**config.mk**
```make
export PLATFORM = sky130hd
export DESIGN_NAME = mdu_ctrl_flat
export DESIGN_NICKNAME = d
export VERILOG_FILES = /design/src/rtl/mdu_ctrl_pkg.sv /design/src/rtl/mdu_ctrl_if.sv /design/src/rtl/mdu_iter.sv /design/src/rtl/mdu_ctrl.sv /design/src/flat_wrapper.sv
export SDC_FILE = /design/constraint.sdc
export NUM_CORES = 1
export LEC_CHECK = 0
export BUFFER_PORTS_ARGS = -buffer_cell sky130_fd_sc_hd__buf_2
export CAP_MARGIN = 15
export CORE_MARGIN = 5
export CORE_UTILIZATION = 30
export CTS_CLUSTER_DIAMETER = 60
export DETAILED_ROUTE_END_ITERATION = 6
export GPL_TIMING_DRIVEN = 1
export SYNTH_ARGS = -nofsm -noshare
export SYNTH_HDL_FRONTEND = slang
export SYNTH_SLANG_ARGS = --single-unit
```
**constraint.sdc**
```tcl
create_clock -name clk -period 8.7 [get_ports clk]
set_input_delay 1.74 -clock clk [delete_from_list [all_inputs] [get_ports clk]]
set_output_delay 1.74 -clock clk [all_outputs]
set_load 0.02 [all_outputs]
```
**src/rtl/mdu_ctrl_pkg.sv**
```systemverilog
`default_nettype none
// ============================================================================
// Module   : mdu_ctrl_pkg
// Purpose  : Shared op/state encodings and stall-bus constants for the MDU.
// Revision : 1.0 - initial release
// ============================================================================
package mdu_ctrl_pkg;

    localparam int         c_stall_w  = 6;
    localparam int         c_stall_ex = 3;
    localparam logic       c_stop     = 1'b1;
    localparam logic       c_nostop   = 1'b0;

    localparam logic [1:0] c_mdu_multu = 2'b00;
    localparam logic [1:0] c_mdu_mult  = 2'b01;
    localparam logic [1:0] c_mdu_divu  = 2'b10;
    localparam logic [1:0] c_mdu_div   = 2'b11;

    typedef enum logic [2:0] {
        S_IDLE  = 3'd0,
        S_MUL   = 3'd1,
        S_DIV   = 3'd2,
        S_DZERO = 3'd3,
        S_DONE  = 3'd4
    } mdu_state_e;

    function automatic logic op_is_div(input logic [1:0] op);
        return op[1];
    endfunction

    function automatic logic op_is_signed(input logic [1:0] op);
        return op[0];
    endfunction

endpackage
`default_nettype wire

```
**src/rtl/mdu_ctrl_if.sv**
```systemverilog
`default_nettype none
// ============================================================================
// Module   : mdu_ctrl_if
// Purpose  : EX-stage <-> multiply/divide sequencer request and result bundle.
// Revision : 1.0 - initial release
// ============================================================================
interface mdu_ctrl_if
    import mdu_ctrl_pkg::*;
#(
    parameter int DATA_W = 32
);
    logic [c_stall_w-1:0] stall;
    logic                 start;
    logic [1:0]           op;
    logic [DATA_W-1:0]    src_a;
    logic [DATA_W-1:0]    src_b;
    logic                 stallreq;
    logic                 busy;
    logic                 hilo_we;
    logic [DATA_W-1:0]    hi_o;
    logic [DATA_W-1:0]    lo_o;

    modport master (
        output stall, start, op, src_a, src_b,
        input  stallreq, busy, hilo_we, hi_o, lo_o
    );

    modport slave (
        input  stall, start, op, src_a, src_b,
        output stallreq, busy, hilo_we, hi_o, lo_o
    );
endinterface
`default_nettype wire

```
**src/rtl/mdu_iter.sv**
```systemverilog
`default_nettype none
// ============================================================================
// Module   : mdu_iter
// Purpose  : One combinational step of shift-add multiply or restoring divide.
// Revision : 1.0 - initial release
// ============================================================================
module mdu_iter #(
    parameter int DATA_W = 32
) (
    input  wire logic              i_div,
    input  wire logic [DATA_W-1:0] i_opnd,
    input  wire logic [DATA_W-1:0] i_hi,
    input  wire logic [DATA_W-1:0] i_lo,
    output logic      [DATA_W-1:0] o_hi,
    output logic      [DATA_W-1:0] o_lo
);
    logic [DATA_W:0] w_sum;
    logic [DATA_W:0] w_rem_sh;
    logic [DATA_W:0] w_diff;
    logic            w_unused_diff;

    // Multiply: {hi, lo} holds {accumulator, remaining multiplier bits}.
    // Divide:   {hi, lo} holds {partial remainder, dividend/quotient bits}.
    always_comb begin
        w_sum    = {1'b0, i_hi} + {1'b0, i_opnd & {DATA_W{i_lo[0]}}};
        w_rem_sh = {i_hi, i_lo[DATA_W-1]};
        w_diff   = w_rem_sh - {1'b0, i_opnd};
        o_hi     = w_sum[DATA_W:1];
        o_lo     = {w_sum[0], i_lo[DATA_W-1:1]};
        if (i_div) begin
            if (w_rem_sh >= {1'b0, i_opnd}) begin
                o_hi = w_diff[DATA_W-1:0];
                o_lo = {i_lo[DATA_W-2:0], 1'b1};
            end else begin
                o_hi = w_rem_sh[DATA_W-1:0];
                o_lo = {i_lo[DATA_W-2:0], 1'b0};
            end
        end
    end

    // The subtract only happens when it cannot borrow past bit DATA_W-1.
    assign w_unused_diff = w_diff[DATA_W];

endmodule
`default_nettype wire

```
**src/rtl/mdu_ctrl.sv**
```systemverilog
`default_nettype none
// ============================================================================
// Module   : mdu_ctrl
// Purpose  : Multi-cycle MULT/MULTU/DIV/DIVU sequencer with HI/LO write strobe.
// Revision : 1.0 - initial release
// ============================================================================
module mdu_ctrl
    import mdu_ctrl_pkg::*;
#(
    parameter int DATA_W = 32,
    parameter int CNT_W  = 6
) (
    input  wire logic   clk,
    input  wire logic   rst,
    mdu_ctrl_if.slave   bus
);
    localparam logic [CNT_W-1:0] c_last = CNT_W'(DATA_W - 1);

    mdu_state_e        r_state;
    mdu_state_e        w_state_nxt;
    logic [CNT_W-1:0]  r_cnt;
    logic [1:0]        r_op;
    logic [DATA_W-1:0] r_opnd;
    logic [DATA_W-1:0] r_acc_hi;
    logic [DATA_W-1:0] r_acc_lo;
    logic [DATA_W-1:0] r_raw_a;
    logic [DATA_W-1:0] r_hi;
    logic [DATA_W-1:0] r_lo;
    logic              r_sign_q;
    logic              r_sign_r;
    logic              r_we;

    logic [DATA_W-1:0] w_nxt_hi;
    logic [DATA_W-1:0] w_nxt_lo;
    logic [DATA_W-1:0] w_mag_a;
    logic [DATA_W-1:0] w_mag_b;
    logic [DATA_W-1:0] w_fix_hi;
    logic [DATA_W-1:0] w_fix_lo;
    logic              w_stallreq;
    logic              w_a_neg;
    logic              w_b_neg;
    logic              w_unused_stall;

    assign w_a_neg = op_is_signed(bus.op) & bus.src_a[DATA_W-1];
    assign w_b_neg = op_is_signed(bus.op) & bus.src_b[DATA_W-1];
    assign w_mag_a = w_a_neg ? -bus.src_a : bus.src_a;
    assign w_mag_b = w_b_neg ? -bus.src_b : bus.src_b;

    mdu_iter #(
        .DATA_W (DATA_W)
    ) u_iter (
        .i_div  (r_state == S_DIV),
        .i_opnd (r_opnd),
        .i_hi   (r_acc_hi),
        .i_lo   (r_acc_lo),
        .o_hi   (w_nxt_hi),
        .o_lo   (w_nxt_lo)
    );

    // Sign fix-up applied to the final iteration's accumulators.
    always_comb begin
        w_fix_hi = w_nxt_hi;
        w_fix_lo = w_nxt_lo;
        if (!op_is_div(r_op)) begin
            if (r_sign_q) {w_fix_hi, w_fix_lo} = -{w_nxt_hi, w_nxt_lo};
        end else begin
            if (r_sign_q) w_fix_lo = -w_nxt_lo;
            if (r_sign_r) w_fix_hi = -w_nxt_hi;
        end
    end

    always_ff @(posedge clk or posedge rst) begin
        if (rst) r_state <= S_IDLE;
        else     r_state <= w_state_nxt;
    end

    always_comb begin
        w_state_nxt = r_state;
        w_stallreq  = 1'b0;
        case (r_state)
            S_IDLE: begin
                w_stallreq = bus.start;
                if (bus.start) begin
                    if (!op_is_div(bus.op))    w_state_nxt = S_MUL;
                    else if (bus.src_b == '0)  w_state_nxt = S_DZERO;
                    else                       w_state_nxt = S_DIV;
                end
            end
            S_MUL, S_DIV: begin
                w_stallreq = 1'b1;
                if (r_cnt == c_last) w_state_nxt = S_DONE;
            end
            S_DZERO: begin
                w_stallreq  = 1'b1;
                w_state_nxt = S_DONE;
            end
            S_DONE: begin
                // An externally stalled EX keeps start high; park here so it cannot re-issue.
                if (!(bus.stall[c_stall_ex] == c_stop && bus.start)) w_state_nxt = S_IDLE;
            end
            default: w_state_nxt = S_IDLE;
        endcase
    end

    always_ff @(posedge clk or posedge rst) begin
        if (rst) begin
            r_cnt    <= '0;
            r_op     <= '0;
            r_opnd   <= '0;
            r_acc_hi <= '0;
            r_acc_lo <= '0;
            r_raw_a  <= '0;
            r_hi     <= '0;
            r_lo     <= '0;
            r_sign_q <= 1'b0;
            r_sign_r <= 1'b0;
            r_we     <= 1'b0;
        end else begin
            r_we <= 1'b0;
            case (r_state)
                S_IDLE: begin
                    if (bus.start) begin
                        r_op     <= bus.op;
                        r_cnt    <= '0;
                        r_raw_a  <= bus.src_a;
                        r_sign_q <= w_a_neg ^ w_b_neg;
                        r_sign_r <= w_a_neg;
                        r_acc_hi <= '0;
                        if (!op_is_div(bus.op)) begin
                            r_opnd   <= w_mag_a;
                            r_acc_lo <= w_mag_b;
                        end else begin
                            r_opnd   <= w_mag_b;
                            r_acc_lo <= w_mag_a;
                        end
                    end
                end
                S_MUL, S_DIV: begin
                    r_acc_hi <= w_nxt_hi;
                    r_acc_lo <= w_nxt_lo;
                    r_cnt    <= r_cnt + 1'b1;
                    if (r_cnt == c_last) begin
                        r_cnt <= '0;
                        r_hi  <= w_fix_hi;
                        r_lo  <= w_fix_lo;
                        r_we  <= 1'b1;
                    end
                end
                S_DZERO: begin
                    r_hi <= r_raw_a;
                    r_lo <= '1;
                    r_we <= 1'b1;
                end
                default: ;
            endcase
        end
    end

    assign bus.stallreq = w_stallreq;
    assign bus.busy     = (r_state != S_IDLE);
    assign bus.hilo_we  = r_we;
    assign bus.hi_o     = r_hi;
    assign bus.lo_o     = r_lo;

    assign w_unused_stall = ^{bus.stall[c_stall_w-1:c_stall_ex+1], bus.stall[c_stall_ex-1:0]};

endmodule
`default_nettype wire
```
**src/flat_wrapper.sv**
```systemverilog
// flat-port wrapper written by rule: the top's interface ports become plain ports
module mdu_ctrl_flat import mdu_ctrl_pkg::*;
#(
    parameter int DATA_W = 32,
    parameter int CNT_W  = 6
)
  (clk, rst, bus_stall, bus_start, bus_op, bus_src_a, bus_src_b, bus_stallreq, bus_busy, bus_hilo_we, bus_hi_o, bus_lo_o);
  mdu_ctrl_if #(.DATA_W(DATA_W)) bus_i ();
  input  wire logic clk;
  input  wire logic rst;
  input wire logic [$bits(bus_i.stall)-1:0] bus_stall;
  input wire logic [$bits(bus_i.start)-1:0] bus_start;
  input wire logic [$bits(bus_i.op)-1:0] bus_op;
  input wire logic [$bits(bus_i.src_a)-1:0] bus_src_a;
  input wire logic [$bits(bus_i.src_b)-1:0] bus_src_b;
  output wire logic [$bits(bus_i.stallreq)-1:0] bus_stallreq;
  output wire logic [$bits(bus_i.busy)-1:0] bus_busy;
  output wire logic [$bits(bus_i.hilo_we)-1:0] bus_hilo_we;
  output wire logic [$bits(bus_i.hi_o)-1:0] bus_hi_o;
  output wire logic [$bits(bus_i.lo_o)-1:0] bus_lo_o;
  assign bus_i.stall = bus_stall;
  assign bus_i.start = bus_start;
  assign bus_i.op = bus_op;
  assign bus_i.src_a = bus_src_a;
  assign bus_i.src_b = bus_src_b;
  assign bus_stallreq = bus_i.stallreq;
  assign bus_busy = bus_i.busy;
  assign bus_hilo_we = bus_i.hilo_we;
  assign bus_hi_o = bus_i.hi_o;
  assign bus_lo_o = bus_i.lo_o;
  mdu_ctrl #(.DATA_W(DATA_W), .CNT_W(CNT_W)) u_core (.clk(clk), .rst(rst), .bus(bus_i));
endmodule
```
# Word level (Yosys, flattened, before mapping)
# Index checks and enable logic that the tools add are counted.
# W data, S select, Z words.
[op_classes]
n_addsub = 8
n_lt_le_gt_ge = 1
eq_ne = 8
n_mux = 34
bitwise = 4
n_reduce_logical = 12
[ops]
columns = ["op", "n"]
rows = [
  ["$mux W32", 17],
  ["$pmux W32 S2", 4],
  ["$neg A32 Y32", 4],
  ["$neg A64 Y64", 1],
  ["$add A32 B32 Y33", 1],
  ["$ge A33 B32 Y1", 1],
  ["$and A32 B32 Y32", 1],
  ["$logic_not A32 Y1", 1],
  ["$sub A32 B32 Y32", 1],
  ["$mux W3", 4],
  ["$mux W6", 2],
  ["$pmux W3 S4", 1],
  ["$pmux W6 S2", 1],
  ["$add A6 B1 Y6 const B", 1],
  ["$eq A3 B2 Y1 const B", 2],
  ["$eq A6 B5 Y1 const B", 1],
  ["$reduce_and A2 Y1", 3],
  ["$ne A2 B2 Y1 const B", 2],
  ["$pmux W1 S2", 2],
  ["$reduce_bool A2 Y1", 2],
  ["$eq A3 B1 Y1 const B", 1],
  ["$eq A3 B3 Y1 const B", 1],
  ["$logic_not A3 Y1", 1],
  ["$mux W1", 3],
  ["8 further kinds", 9],
]
[word_totals]
ff_bits = 206

# Depth between registers and ports, before layout
# Gate-level depths: netlist (run 1).
[logic_depth]
word_depth = 8
ltp_mapped = 21
depth_no_buf = 20

# Cells and area by module
# Synthesis (run 1) repeated with hierarchy kept, for this count alone.
[hier_totals]
cells_unflattened = 1971
area_unflattened_um2 = 16316.9
[modules_own_cells]
columns = ["module", "instances", "cells_per_inst", "area_each_um2", "seq_area_each_um2"]
rows = [
  ["mdu_ctrl", 1, 1266, 11449.7, 5129.9],
  ["mdu_iter", 1, 705, 4867.2, 0.0],
]

# Worst setup path before layout (run 1)
# No wires, ideal clock.
[synth_path]
path_kind = "register -> register"
from = "register u_core.r_acc_hi[4]"
to = "register u_core.r_hi[24] (netlist: u_core.bus.hi_o[24])"
setup_time_ns = 0.137
t_arrival_ns = 4.277
t_required_ns = 8.563
path_slack_ns = 4.286
stages_incl_launch_ff = 20
n_path_buf = 3
period_less_slack_ns = 4.414
cell_sequence = "dfrtp_1 -> ha_1 -> buf_2 -> nand3_1 -> or4_1 -> o41ai_4 -> a211oi_1 -> buf_2 -> nand2_2 -> buf_6 -> mux2i_1 -> a21oi_1 -> inv_1 -> ha_1 -> and4b_4 -> or4b_4 -> or3_1 -> a21oi_2 -> xor2_1 -> a21oi_1"
[synth_via]
elab_chain_len = 8
elab_cells_between_ends = 14
cone_classes = "add/sub (4); order compare (1); mux (9)"
[synth_rtl]
columns = ["item", "line", "source"]
rows = [
  ["from (decl)", "mdu_ctrl.sv:24", "logic [DATA_W-1:0] r_acc_hi;"],
  ["from (signal assigned)", "mdu_ctrl.sv:139", "r_acc_hi <= w_nxt_hi;"],
  ["$sub A32 B32 Y32 / $ge A33 B32 Y1 (equally long branches)", "mdu_iter.sv:27, mdu_iter.sv:31", ""],
  ["$mux W32 / $mux W1 (equally long branches)", "mdu_iter.sv:31", "if (w_rem_sh >= {1'b0, i_opnd}) begin"],
  ["$mux W32", "mdu_iter.sv:30", "if (i_div) begin"],
  ["$neg A64 Y64 / $neg A32 Y32 (equally long branches)", "mdu_ctrl.sv:65, mdu_ctrl.sv:68", ""],
  ["$mux W32, on equally long branches", "mdu_ctrl.sv:65, mdu_ctrl.sv:68", ""],
  ["$mux W32 (*)", "mdu_ctrl.sv:64", "if (!op_is_div(r_op)) begin"],
  ["$mux W32 (*)", "mdu_ctrl.sv:142", "if (r_cnt == c_last) begin"],
  ["$pmux W32 S2 (*)", "mdu_ctrl.sv:120", "case (r_state)"],
  ["to (signal assigned)", "mdu_ctrl.sv:144", "r_hi <= w_fix_hi;"],
  ["to (signal assigned)", "mdu_ctrl.sv:150", "r_hi <= r_raw_a;"],
  ["to (decl)", "mdu_ctrl.sv:27", "logic [DATA_W-1:0] r_hi;"],
]
# Every way passes the cells marked *; elsewhere a longest branch is shown, timed or not. The select of a mux whose other input is x is not followed.
# A chain may end at the register's enable or synchronous reset.

# Worst setup path after layout (run 1)
[layout_path]
from = "register u_core.r_acc_hi[2]"
to = "register u_core.r_hi[4] (netlist: u_core.bus.hi_o[4])"
# The elaborated chain is that of the path after synthesis.

==> results.sh, run 1 <==
export IMPL_die_x_um=246
export IMPL_crit_type="reg2reg"
export IMPL_clk_latency_ns=0.57
export IMPL_core_region_area_um2=55200
export IMPL_wl_per_cell_um=21.4
export IMPL_max_vdd_ir_drop_uv=311
export IMPL_fillers=5771
export IMPL_syn_area_per_cell_um2=7.83
export IMPL_wirelength_um=63400
export IMPL_skew_ns=0.0202
export IMPL_clock_fmax_mhz=163
export IMPL_start_util_pct=30.3
export IMPL_maxSlewViolCount=0
export IMPL_cts_tree="done"
export IMPL_fin_area_um2=19000
export IMPL_antenna_found_initial=3
export IMPL_synth_edf_count=0
export IMPL_cts_hold_buf=0
export IMPL_fin_nets=2343
export IMPL_synth_flop_cell="dfrtp_1"
export IMPL_rsz0062_at_grt="false"
export IMPL_ys_seq_area_share_pct=30.6
export IMPL_relSlewSlack_pct=33.1
export IMPL_finalPower_w=0.00869
export IMPL_yosys_warnings=0
export IMPL_arrival_ns=6.57
export IMPL_critPathLaunchType="flop"
export IMPL_viasPerCell=5.66
export IMPL_grt_use_total_pct=20.1
export IMPL_worstMarginPinSlew_ns=1.00
export IMPL_post_cts_buffers=0
export IMPL_io_buffers=136
export IMPL_setup_viol=0
export IMPL_synth_cell_area_um2=16800
export IMPL_cp_max_fo=12
export IMPL_syn_nets=2285
export IMPL_placed_area_um2=18000
export IMPL_clkTransAtPathRegs_ns=0.06
export IMPL_cts_made_buffers=28
export IMPL_num_vias=16784
export IMPL_cts_max_level=1
export IMPL_fin_ws_ns=2.56
export IMPL_io_pins=142
export IMPL_postCtsResizedCells=0
export IMPL_std_cell_rows=86
export IMPL_clockBufferDepth=3
export IMPL_min_period_over_period_pct=70.6
export IMPL_grt_max_degree=113
export IMPL_globalplace_congestion=0.954
export IMPL_drc=0
export IMPL_ys_async_sr_fraction_pct=100
export IMPL_drive_gt1_share_pct=11.9
export IMPL_grt_pass1_wl_um=96900
export IMPL_synth_cells=2139
export IMPL_grt_pass1_vias=15891
export IMPL_fp_dieH_um=246
export IMPL_maxCapViolCount=0
export IMPL_p_leak_nw=8.13
export IMPL_setup_tns_ns=0
export IMPL_cts_sink_count=205
export IMPL_dpl_hpwl_um=47700
export IMPL_fin_crit_ns=6.14
export IMPL_cp_required_ns=9.13
export IMPL_min_path_type="reg2reg"
export IMPL_endpoint_kind="flop"
export IMPL_cts_root_buf="clkbuf_16"
export IMPL_power_density_nw_per_um2=458
export IMPL_pre_cts_slack_ns=2.74
export IMPL_area_growth_pct=13.3
export IMPL_status="finished clean"
export IMPL_dieArea_um2=60700
export IMPL_synth_cell_type_count=92
export IMPL_gr_total_overflow=0
export IMPL_drt_iter0_drc=1675
export IMPL_antenna_left=0
export IMPL_hold_violations=0
export IMPL_ys_seq_elements=205
export IMPL_firstDrtPassIters=6
-- layout by cell type, fill, tap and decap left out, drive strengths merged, types with 15 or more instances in the layout --
master	Yosys	final
a211oi	20	20
a21o	27	27
a21oi	178	178
a22o	27	27
a31oi	28	28
and2	46	46
and3	25	25
buf	36	160
clkbuf	96	34
dfrtp	205	205
ha	69	69
inv	66	74
mux2i	41	41
nand2	338	338
nand2b	19	19
nand3	40	40
nand4	16	16
nor2	135	135
nor3	58	58
o211ai	33	33
o21a	16	16
o21ai	232	232
o221ai	23	23
o31ai	21	21
o41ai	15	15
or3	22	22
xnor2	89	89
xor2	65	65
-- state kept, by name (all words and copies together), names as in the netlist --
signal,count
u_core.bus.hi_o,32
u_core.r_state,3
u_core.r_op,1
u_core.r_sign_q,1
u_core.bus.hilo_we,1
u_core.r_cnt,6
u_core.r_acc_hi,32
u_core.r_sign_r,1
u_core.bus.lo_o,32
u_core.r_raw_a,32
u_core.r_acc_lo,32
u_core.r_opnd,32
-- layout make-up --
class                      instances  area (µm²)  share of cell area [%]
inverter                          68         263                    1.38
clock buffer                      34         764                    4.03
multi-input combinational       1734       10800                    57.1
tap                              748         936                    4.93
sequential                       205        5130                    27.0
antenna                            1        2.50                  0.0132
timing repair buffer             160         863                    4.55
clock inverter                    15         189                   0.995
-- through the flow --
stage	hold slack, ns	instances	utilization [%]
6_report	0.482	2965	34.4
5_1_grt	0.502	2965	34.4
4_1_cts	0.481	2964	34.4
2_1_floorplan	0.440	2139	-
3_3_place_gp	0.461	2915	32.7
3_5_place_dp	0.465	2915	32.7
-- report_power, final --
part | internal, W | leakage, nW | switching (W)
registers | 0.00140 | 2.48 | 0.000382
clock network | 0.000722 | 0.473 | 0.000488
logic | 0.00198 | 5.18 | 0.00372
total | 0.00410 | 8.13 | 0.00459
-- routing by layer --
| layer | global-route usage, % | part of all wire (%) |
|---|---|---|
| met1 | 27.8 | 43 |
| met2 | 31.9 | 45 |
| met3 | 3.43 | 7.1 |
| met4 | 7.24 | 4.3 |
| met5 | 0 | 0.021 |
-- Yosys cell counts, drive strengths merged (40+ instances only) --
cell type | number | share of area, %
a21oi | 178 | 5.3
and2 | 46 | 1.7
clkbuf | 96 | 2.2
dfrtp | 205 | 31
ha | 69 | 5.2
inv | 66 | 1.5
mux2i | 41 | 2.4
nand2 | 338 | 7.6
nand3 | 40 | 1.2
nor2 | 135 | 3.0
nor3 | 58 | 1.7
o21ai | 232 | 6.9
xnor2 | 89 | 4.7
xor2 | 65 | 3.4
-- final timing paths --
| check | from | slack, ns | cells past startpoint | endpoint |
|---|---|---|---|---|
| worst max-delay path | u_core.r_acc_hi[2] | 2.56 | 21 | u_core.bus.hi_o[4] |
| worst min-delay path | u_core.r_raw_a[27] | 0.48 | 2 | u_core.r_raw_a[27] |
| worst max register to register | u_core.r_acc_hi[2] | 2.56 | 21 | u_core.bus.hi_o[4] |
| worst min register to register | u_core.r_raw_a[27] | 0.48 | 2 | u_core.r_raw_a[27] |
| max in group asynchronous | rst | 6.05 | 3 | u_core.r_acc_hi[21] |
| min in group asynchronous | rst | 1.29 | 2 | u_core.bus.hilo_we |
-- critical path: stages (launching register included) --
cell,delay (ns)
dfrtp_1,0.46
ha_1,0.40
a21o_1,0.20
a21oi_1,0.48
a211oi_2,0.27
o211ai_2,0.78
a21oi_1,0.16
buf_4,0.21
a21oi_1,0.40
ha_1,0.25
nand2_1,0.09
or3_1,0.42
nor2_1,0.25
and2_1,0.25
a41oi_1,0.17
buf_4,0.24
nand2b_1,0.20
o31ai_1,0.29
xor2_1,0.18
nor2_1,0.08
a21oi_1,0.14
o21ai_0,0.08
-- kinds of logic (layout without fill, tap and decap cells) --
group,after synthesis,count (layout),share of synthesized area [%]
and+or+nand+nor,764,764,21.5
AOI/OAI and AO/OA,701,701,26.9
DFF,205,205,30.6
buffers and inverters,200,277,4.89
xor gates and xnor gates,154,154,8.05
adders and majority gates,71,71,5.39
muxes,44,44,2.65
other,0,1,0
(Power assumes the default switching activity.)
==> run 2, diff against run 1 <==
- ABC_AREA: not set -> 1
- clock period: 8.7 -> 5.1 ns (I/O delays scaled with it)
==> results.sh, run 2 <==
export IMPL_yosysMostFrequentCell="nand2_1"
export IMPL_crit_type="reg2reg"
export IMPL_p_leak_nw=10.7
export IMPL_cts_max_level=1
export IMPL_clock_fmax_mhz=229
export IMPL_core_region_area_um2=60000
export IMPL_antenna_left=0
export IMPL_synth_common_cells="nand2_1 (859), inv_1 (384), nor2_1 (252), dfrtp_1 (205), nand3_1 (187)"
export IMPL_cts_sink_count=205
export IMPL_wirelength_um=73100
export IMPL_critPathLaunchType="flop"
export IMPL_crit_path_top_delay_cell="dfrtp_1"
export IMPL_min_path_type="reg2reg"
export IMPL_post_cts_buffers=0
export IMPL_finish_utilization_pct=34.5
export IMPL_synth_area_leaders="dfrtp_1 (28%), nand2_1 (18%), inv_1 (8.0%)"
export IMPL_fin_ws_ns=0.730
export IMPL_area_growth_pct=14.7
export IMPL_num_vias=19556
export IMPL_die_x_um=255
export IMPL_synth_cells=2848
export IMPL_syn_nets=2994
export IMPL_layout_common_cells="nand2_1 (858), inv_1 (383), nor2_1 (248)"
export IMPL_arrival_ns=4.82
export IMPL_wl_per_cell_um=19.4
export IMPL_grt_pass1_wl_um=110000
export IMPL_cp_max_fo=10
export IMPL_synth_cell_type_count=60
export IMPL_postCtsResizedCells=0
export IMPL_multi_input_area_um2=10900
export IMPL_drive_gt1_share_pct=12.3
export IMPL_ys_seq_area_share_pct=28.4
export IMPL_yosys_warnings=0
export IMPL_setup_tns_ns=0
export IMPL_fp_dieH_um=255
export IMPL_start_util_pct=30.1
export IMPL_endpoint_kind="flop"
export IMPL_grt_pass1_vias=18183
export IMPL_relSlewSlack_pct=28.1
export IMPL_timing_hold_ws_ns=0.473
export IMPL_io_pins=142
export IMPL_cts_hold_buf=0
export IMPL_io_buffers=136
export IMPL_yosysTopAreaCellShare_pct=28.4
export IMPL_maxCapViolCount=0
export IMPL_grt_use_total_pct=21.8
export IMPL_crit_top_cell="nand2_1"
export IMPL_final_common_cell="nand2_1"
export IMPL_cp_required_ns=5.55
export IMPL_clockBufferDepth=3
export IMPL_max_vdd_ir_drop_uv=368
export IMPL_critPathMaxStageDelay_ns=0.53
export IMPL_viasPerCell=5.18
export IMPL_fin_nets=3113
export IMPL_gr_total_overflow=0
export IMPL_dpl_hpwl_um=59100
export IMPL_power_density_nw_per_um2=818
export IMPL_hold_violations=0
export IMPL_syn_area_per_cell_um2=6.34
export IMPL_drt_iter0_drc=2028
export IMPL_fin_area_um2=20700
export IMPL_drc=0
export IMPL_synth_cell_area_um2=18000
export IMPL_cts_made_buffers=26
export IMPL_setup_viol=0
export IMPL_globalplace_congestion=1.05
export IMPL_antenna_found_initial=5
export IMPL_grt_max_degree=159
export IMPL_clkTransAtPathRegs_ns=0.06
export IMPL_status="finished clean"
export IMPL_skew_ns=0.0106
export IMPL_ys_seq_elements=205
export IMPL_dieArea_um2=65200
export IMPL_std_cell_rows=90
export IMPL_rsz0062_at_grt="false"
export IMPL_worstMarginPinSlew_ns=1.07
export IMPL_synth_top_area_cell="dfrtp_1"
export IMPL_fillers=6575
export IMPL_maxSlewViolCount=0
export IMPL_synth_edf_count=0
export IMPL_min_period_over_period_pct=85.7
export IMPL_cts_tree="done"
export IMPL_firstDrtPassIters=6
export IMPL_ys_async_sr_fraction_pct=100
export IMPL_fin_crit_ns=4.37
export IMPL_clk_latency_ns=0.56
export IMPL_regArea_um2=5130
export IMPL_synth_flop_cell="dfrtp_1"
export IMPL_placed_area_um2=19700
export IMPL_pre_cts_slack_ns=0.827
export IMPL_cts_root_buf="clkbuf_16"
-- run 2: changes by cell type in the layout (fill, tap and decap cells not counted), sizes merged, moves of 26 or more --
cell	delta
a21oi	-37
a22o	-26
and2	-43
inv	+349
mux2i	-41
nand2	+531
nand3	+161
nand4	+27
nor2	+141
o211ai	-27
o22ai	+41
xnor2	-77
-- run 2: worst paths after layout --
check	startpoint	endpoint	slack, ns	cells after the start
worst max-delay path	u_core.r_acc_lo[0]	u_core.bus.hi_o[31]	0.73	27
worst min-delay path	u_core.bus.hi_o[28]	u_core.bus.hi_o[28]	0.47	2
worst max register to register	u_core.r_acc_lo[0]	u_core.bus.hi_o[31]	0.73	27
worst min register to register	u_core.bus.hi_o[28]	u_core.bus.hi_o[28]	0.47	2
max in group asynchronous	rst	u_core.r_acc_hi[12]	3.21	3
min in group asynchronous	rst	u_core.bus.lo_o[10]	0.52	2
-- run 2: logic make-up after synthesis --
| kind of cell | count (synthesis) | share of synthesized area (%) |
|---|---|---|
| and+or+nand+nor | 1474 | 35.0 |
| buffers and inverters | 520 | 11.2 |
| AOI/OAI and AO/OA | 491 | 16.1 |
| DFF | 205 | 28.4 |
| xor gates and xnor gates | 87 | 4.22 |
| adders and majority gates | 71 | 5.01 |
-- run 2: final cells by class --
type | count | area share (%)
clock inverters | 20 | 1.52
repair buffers | 181 | 5.04
flip-flops and latches | 205 | 24.8
multi-input cells | 2123 | 52.8
clock buffers | 28 | 3.23
inverters | 430 | 7.82
diodes | 3 | 0.0363
well taps | 782 | 4.73
-- run 2: critical path, delay by kind of cell, from the launching register on --
family                     cells  cell delay [ns]
AOI/OAI and AO/OA              3             0.57
adders and majority gates      2             0.52
buffers and inverters          4             0.30
DFF                            1             0.53
and+or+nand+nor               18             2.32
-- run 2: power by group --
part	total (W)	switching, W	leakage, nW	internal [W]
logic	0.0117	0.00814	7.78	0.00360
clock network	0.00212	0.000801	0.474	0.00132
registers	0.00308	0.000693	2.50	0.00238
-- run 2: metal layers --
metal  vias up  share of wire (%)  track usage (%)
met5         -              0.037                0
met4         4                4.5             8.16
met3       142                9.3             4.13
met2       880                 44             33.7
met1      9053                 43             30.4
li1       9477                  -                -
-- run 2: metrics by stage --
step	power (W)	instances
final	0.0169	3772
after global routing	0.0183	3769
after global placement	0.0146	3721
after CTS	0.0168	3769
after floorplan	0.0109	2848
after detailed placement	0.0146	3721
